[config.mk]
export PLATFORM = sky130hd
export DESIGN_NAME = instruction_fetch_multi
export DESIGN_NICKNAME = d
export VERILOG_FILES = /design/src/rtl/instruction_fetch_multi_pkg.sv /design/src/rtl/instruction_fetch_multi.sv
export SDC_FILE = /design/constraint.sdc
export NUM_CORES = 1
export LEC_CHECK = 0
export CELL_PAD_IN_SITES_DETAIL_PLACEMENT = 1
export CELL_PAD_IN_SITES_GLOBAL_PLACEMENT = 2
export CORE_MARGIN = 2
export CORE_UTILIZATION = 27
export CTS_CLUSTER_DIAMETER = 200
export DETAILED_ROUTE_END_ITERATION = 7
export GPL_ROUTABILITY_DRIVEN = 0
export GPL_TIMING_DRIVEN = 0
export PLACE_DENSITY = 0.75
export RECOVER_POWER = 50
export SLEW_MARGIN = 5
export SYNTH_ARGS = -nofsm -noshare
export SYNTH_HDL_FRONTEND = slang
export SYNTH_SLANG_ARGS = --single-unit
[constraint.sdc]
create_clock -name clk -period 2.1 [get_ports clk]
set_input_delay 0.315 -clock clk [delete_from_list [all_inputs] [get_ports clk]]
set_output_delay 0.315 -clock clk [all_outputs]
set_load 0.01 [all_outputs]
[src/rtl/instruction_fetch_multi_pkg.sv]
// Shared definitions for the multi-word instruction fetcher.
// Holds the FSM state encoding and the handshake polarity constants.
package instruction_fetch_multi_pkg;

   typedef enum logic [1:0] {
      S_IDLE = 2'd0,
      S_REQ  = 2'd1,
      S_GAP  = 2'd2,
      S_HOLD = 2'd3
   } fetch_state_t;

   localparam logic HS_ASSERT   = 1'b1;
   localparam logic HS_DEASSERT = 1'b0;

endpackage

[src/rtl/instruction_fetch_multi.sv]
// Multi-word instruction fetcher: takes a PC, reads INSN_WORDS sequential memory
// words and presents the assembled instruction with its PC to the decode stage.
module instruction_fetch_multi
   import instruction_fetch_multi_pkg::*;
#(
   parameter int ADDR_W     = 8,
   parameter int DATA_W     = 8,
   parameter int INSN_WORDS = 2
) (
   input  logic                         clk,
   input  logic                         reset,
   input  logic                         DIR,
   output logic                         ack_prev,
   input  logic [ADDR_W-1:0]            data_in,
   output logic                         DOR,
   input  logic                         ack_from_next,
   output logic [INSN_WORDS*DATA_W-1:0] data_out,
   output logic [ADDR_W-1:0]            pc_out,
   input  logic                         flush,
   output logic                         mem_en,
   output logic [ADDR_W-1:0]            mem_addr,
   output logic [DATA_W-1:0]            mem_di,
   input  logic [DATA_W-1:0]            mem_do,
   input  logic                         mem_do_ack
);

   localparam int                CNT_W     = $clog2(INSN_WORDS) + 1;
   localparam logic [CNT_W-1:0]  LAST_WORD = CNT_W'(INSN_WORDS - 1);

   fetch_state_t     state;
   logic [CNT_W-1:0] cnt;

   // The memory port is read-only from this stage.
   assign mem_di = '0;

   // NOTE: all state and outputs are updated with non-blocking assignments so every
   // branch below sees the values from before this edge.
   always_ff @(posedge clk or negedge reset) begin
      if (!reset) begin
         state    <= S_IDLE;
         cnt      <= '0;
         ack_prev <= HS_DEASSERT;
         DOR      <= HS_DEASSERT;
         mem_en   <= 1'b0;
         mem_addr <= '0;
         pc_out   <= '0;
         data_out <= '0;
      end else begin
         ack_prev <= HS_DEASSERT;
         if (flush) begin
            // Redirect wins over everything; a partially assembled word is dropped.
            state  <= S_IDLE;
            cnt    <= '0;
            DOR    <= HS_DEASSERT;
            mem_en <= 1'b0;
         end else begin
            case (state)
               S_IDLE: begin
                  DOR <= HS_DEASSERT;
                  if (DIR == HS_ASSERT) begin
                     pc_out   <= data_in;
                     mem_addr <= data_in;
                     cnt      <= '0;
                     ack_prev <= HS_ASSERT;
                     mem_en   <= 1'b1;
                     state    <= S_REQ;
                  end else begin
                     mem_en <= 1'b0;
                  end
               end
               S_REQ: begin
                  if (mem_do_ack) begin
                     data_out[cnt*DATA_W +: DATA_W] <= mem_do;
                     mem_en <= 1'b0;
                     if (cnt == LAST_WORD) begin
                        DOR   <= HS_ASSERT;
                        state <= S_HOLD;
                     end else begin
                        cnt      <= cnt + 1'b1;
                        mem_addr <= mem_addr + 1'b1;
                        state    <= S_GAP;
                     end
                  end
               end
               S_GAP: begin
                  mem_en <= 1'b1;
                  state  <= S_REQ;
               end
               S_HOLD: begin
                  if (ack_from_next == HS_ASSERT) begin
                     DOR   <= HS_DEASSERT;
                     state <= S_IDLE;
                  end
               end
               default: state <= S_IDLE;
            endcase
         end
      end
   end

endmodule
==> reports/results.ini, run 1 <==
[global_route]
groute.usage.overall = 0.134
grt_max_degree = 28
antenna_found_initial = 0
grt_pass1_wl_um = 8940
grt_pass1_vias = 1835
grt-ovfl-total = 0

[critical_path]
required_ns = 2.34
rr_worst_depth = 7
crit_fanout = 10
path_buf_inv = 2
path_depth = 7
cp-endpoint = mem_addr[7]$_DFFE_PN0P_
worst_r2r_startpoint = state[1]$_DFFE_PN0P_
cpMaxStageDelayCell = dfrtp_1
cp_top_family = flip-flops
r2r_slack_ns = 0.18
cp-end-kind = register
slowest_delay_ns = 0.43
crit_chain = inv_1 -> ha_1 -> mux2i_1 -> a211oi_4 -> buf_6 -> nand4b_1 -> nand3_1
crit_start = state[1]$_DFFE_PN0P_
critPathArrivalTime_ns = 2.16
r2r_end = mem_addr[7]$_DFFE_PN0P_
start_kind = register
crit_type = register to register

[synthesis]
synthAdderAreaFrac = 0.0669
synth_top_family_by_area = simple AND/OR/NAND/NOR gates
synthTopCellsByArea = dfrtp_1 47%, nand2_1 7.7%, ha_1 6.7%
synth-simple-area-share = 0.205
syn_inst = 214
ys_seq_area_frac = 0.474
synthDistinctLibCells = 35
synth_edf_count = 0
synthMuxAreaShare = 0.0723
synth_top_area_share = 0.474
ys_ff_latch = 39
synthFlopType = dfrtp_1
synth-xor-area-share = 0
synth_compound_area_frac = 0.119
yosys.area.top_type = dfrtp_1
synth_warnings = 0
synth_area_per_cell_sq_um = 9.62
synth_area_sq_mm = 0.00206
postSynth.asyncResetShare = 1.00

[floorplan]
core_area_sq_mm = 0.00733
boundaryPins = 65
die_h_um = 91.3
start_util = 0.281
die_area_sq_mm = 0.00834
rows = 31
die_w_um = 91.3

[placed_design]
io_buffer_count = 56
dpl.hpwl_um = 4120
placed_cells = 377
place_ws_ns = -0.00893

[clock_tree]
clockRootBuffer = clkbuf_8
clock_latency_ns = 0.29
clock-sinks = 39
numCtsBuffers = 5
cts_buffer_depth = 2
h-tree-depth = 2
clk_pin_slew_ns = 0.08
cts_tree = done
cts_setup_buffers = 0

[cells_and_area]
final_nets = 319
stdcell_count = 386
syn_to_final_growth_pct = 40.1
num-fill-cells = 826
drive_gt1_frac = 0.108
layout_commonest_cell = nand2_1
layout_common_cells = 42 x nand2_1, 39 x dfrtp_1, 39 x clkdlybuf4s50_1
antenna_cells = 0

[timing]
setup_viol = 0
rsz0062_at_grt = no
finalClockSkew_ns = 0.00528
layout_setup_ws_ns = 0.180
fmax_mhz = 521
hold_viol_final = 0
min_period_over_period = 0.914
worst_pin_slew_ns = 0.803
final_max_slew_viol_count = 0
min_period_ns = 1.92
maxSlewHeadroom = 0.464
final.setup.tns_ns = 0

[flow_run]
max-cap-violations = 0

[status]
status = finished clean

[detailed_routing]
drc_errors = 0
post_drt_wl_per_cell_um = 13.9
drt_first_pass_iters = 4
routed_wl_um = 5360
vias = 1767
antenna_left = 0
via_per_inst = 4.58
drt_iter0_drc = 45

[pwr]
power_mw = 3.50
ir_drop_mv = 0.318
power.density_mw_per_mm2 = 1210
leakagePower_nw = 1.28

[worst_hold_path]
hold_path_class = register to register

-- power breakdown --
| part | internal [mW] | switching [mW] |
|---|---|---|
| Clock | 0.300 | 0.269 |
| Sequential | 1.01 | 0.237 |
| Combinational | 0.853 | 0.829 |
| Total | 2.16 | 1.34 |
-- cell type report --
type	instances	area, sq um	share of cell area
Buffer	14	93.8	0.0326
Sequential cell	39	976	0.339
Multi-Input combinational cell	160	990	0.343
Clock buffer	8	100	0.0347
Inverter	8	30.0	0.0104
Timing Repair Buffer	58	569	0.197
Tap cell	99	124	0.0430
-- cells in the mapped netlist (2+ instances only) --
cell type  number
nand2_1        42
dfrtp_1        39
o21ai_0        20
ha_1           11
nand3_1        11
buf_4           8
inv_1           7
mux2_2          7
mux2i_1         7
nand2b_1        7
nor2_1          7
a21oi_1         6
a31oi_1         6
and3_1          4
a22o_1          3
buf_2           3
nand4b_1        3
and3b_1         2
clkbuf_1        2
nand3b_1        2
nor2b_1         2
nor3_1          2
-- cells by family after synthesis --
| family | after synthesis |
|---|---|
| simple gates | 87 |
| compound gates | 40 |
| flops | 39 |
| buf+inv | 22 |
| mux | 14 |
| fa+ha+maj | 11 |
| other cells | 1 |
-- per-layer routing --
layer,vias to the layer above,wire (um),GRT usage
met1,859,2480,0.170
met2,33,2630,0.225
li1,868,-,-
met4,0,85,0.0530
met3,7,161,0.0257
met5,-,0,0
-- tightest hold or removal path, stage by stage (launching register included) --
cell	delay [ns]
dfrtp_1	0.34
nand2_1	0.04
o21ai_0	0.06
-- flip-flops by register name, indices dropped and copies added (netlist names) --
signal	flops
mem_en	1
data_out	16
DOR	1
state	2
mem_addr	8
cnt	2
ack_prev	1
pc_out	8
-- worst min-delay path by stage --
stage                                         from                        to  slack [ns]  cells past startpoint
after floorplan                              reset           DOR$_DFFE_PN0P_        0.02                      0
after global placement     data_out[6]$_DFFE_PN0P_   data_out[6]$_DFFE_PN0P_        0.46                      2
after detailed placement                     reset        cnt[1]$_DFFE_PN0P_        0.25                      1
after CTS                                    reset   mem_addr[1]$_DFFE_PN0P_        0.46                      2
after global routing       data_out[8]$_DFFE_PN0P_   data_out[8]$_DFFE_PN0P_        0.51                      2
final                     data_out[14]$_DFFE_PN0P_  data_out[14]$_DFFE_PN0P_        0.47                      2
-- metrics by stage --
stage | utilization | instance area (sq um) | hold WS (ns)
floorplan | - | 2080 | 0.0194
global placement | 0.378 | 2770 | 0.463
detailed placement | 0.380 | 2780 | 0.253
CTS | 0.395 | 2900 | 0.461
global route | 0.393 | 2880 | 0.509
finish | 0.393 | 2880 | 0.474
-- timing repair --
action | CTS | global route
pin swaps | 0 | 1
hold buffers | 1 | 0
endpoints found under the setup margin | 4 | 9
gates resized for setup | 1 | 1
hold endpoints to repair | 12 | 0
(Power assumes the default switching activity.)
==> run 2, diff against run 1 <==
Settings changed: ABC_CLOCK_PERIOD_IN_PS from default to 2100.
==> results of run 2 <==
No change in the layout: final DEF, timing and power equal those of run 1.
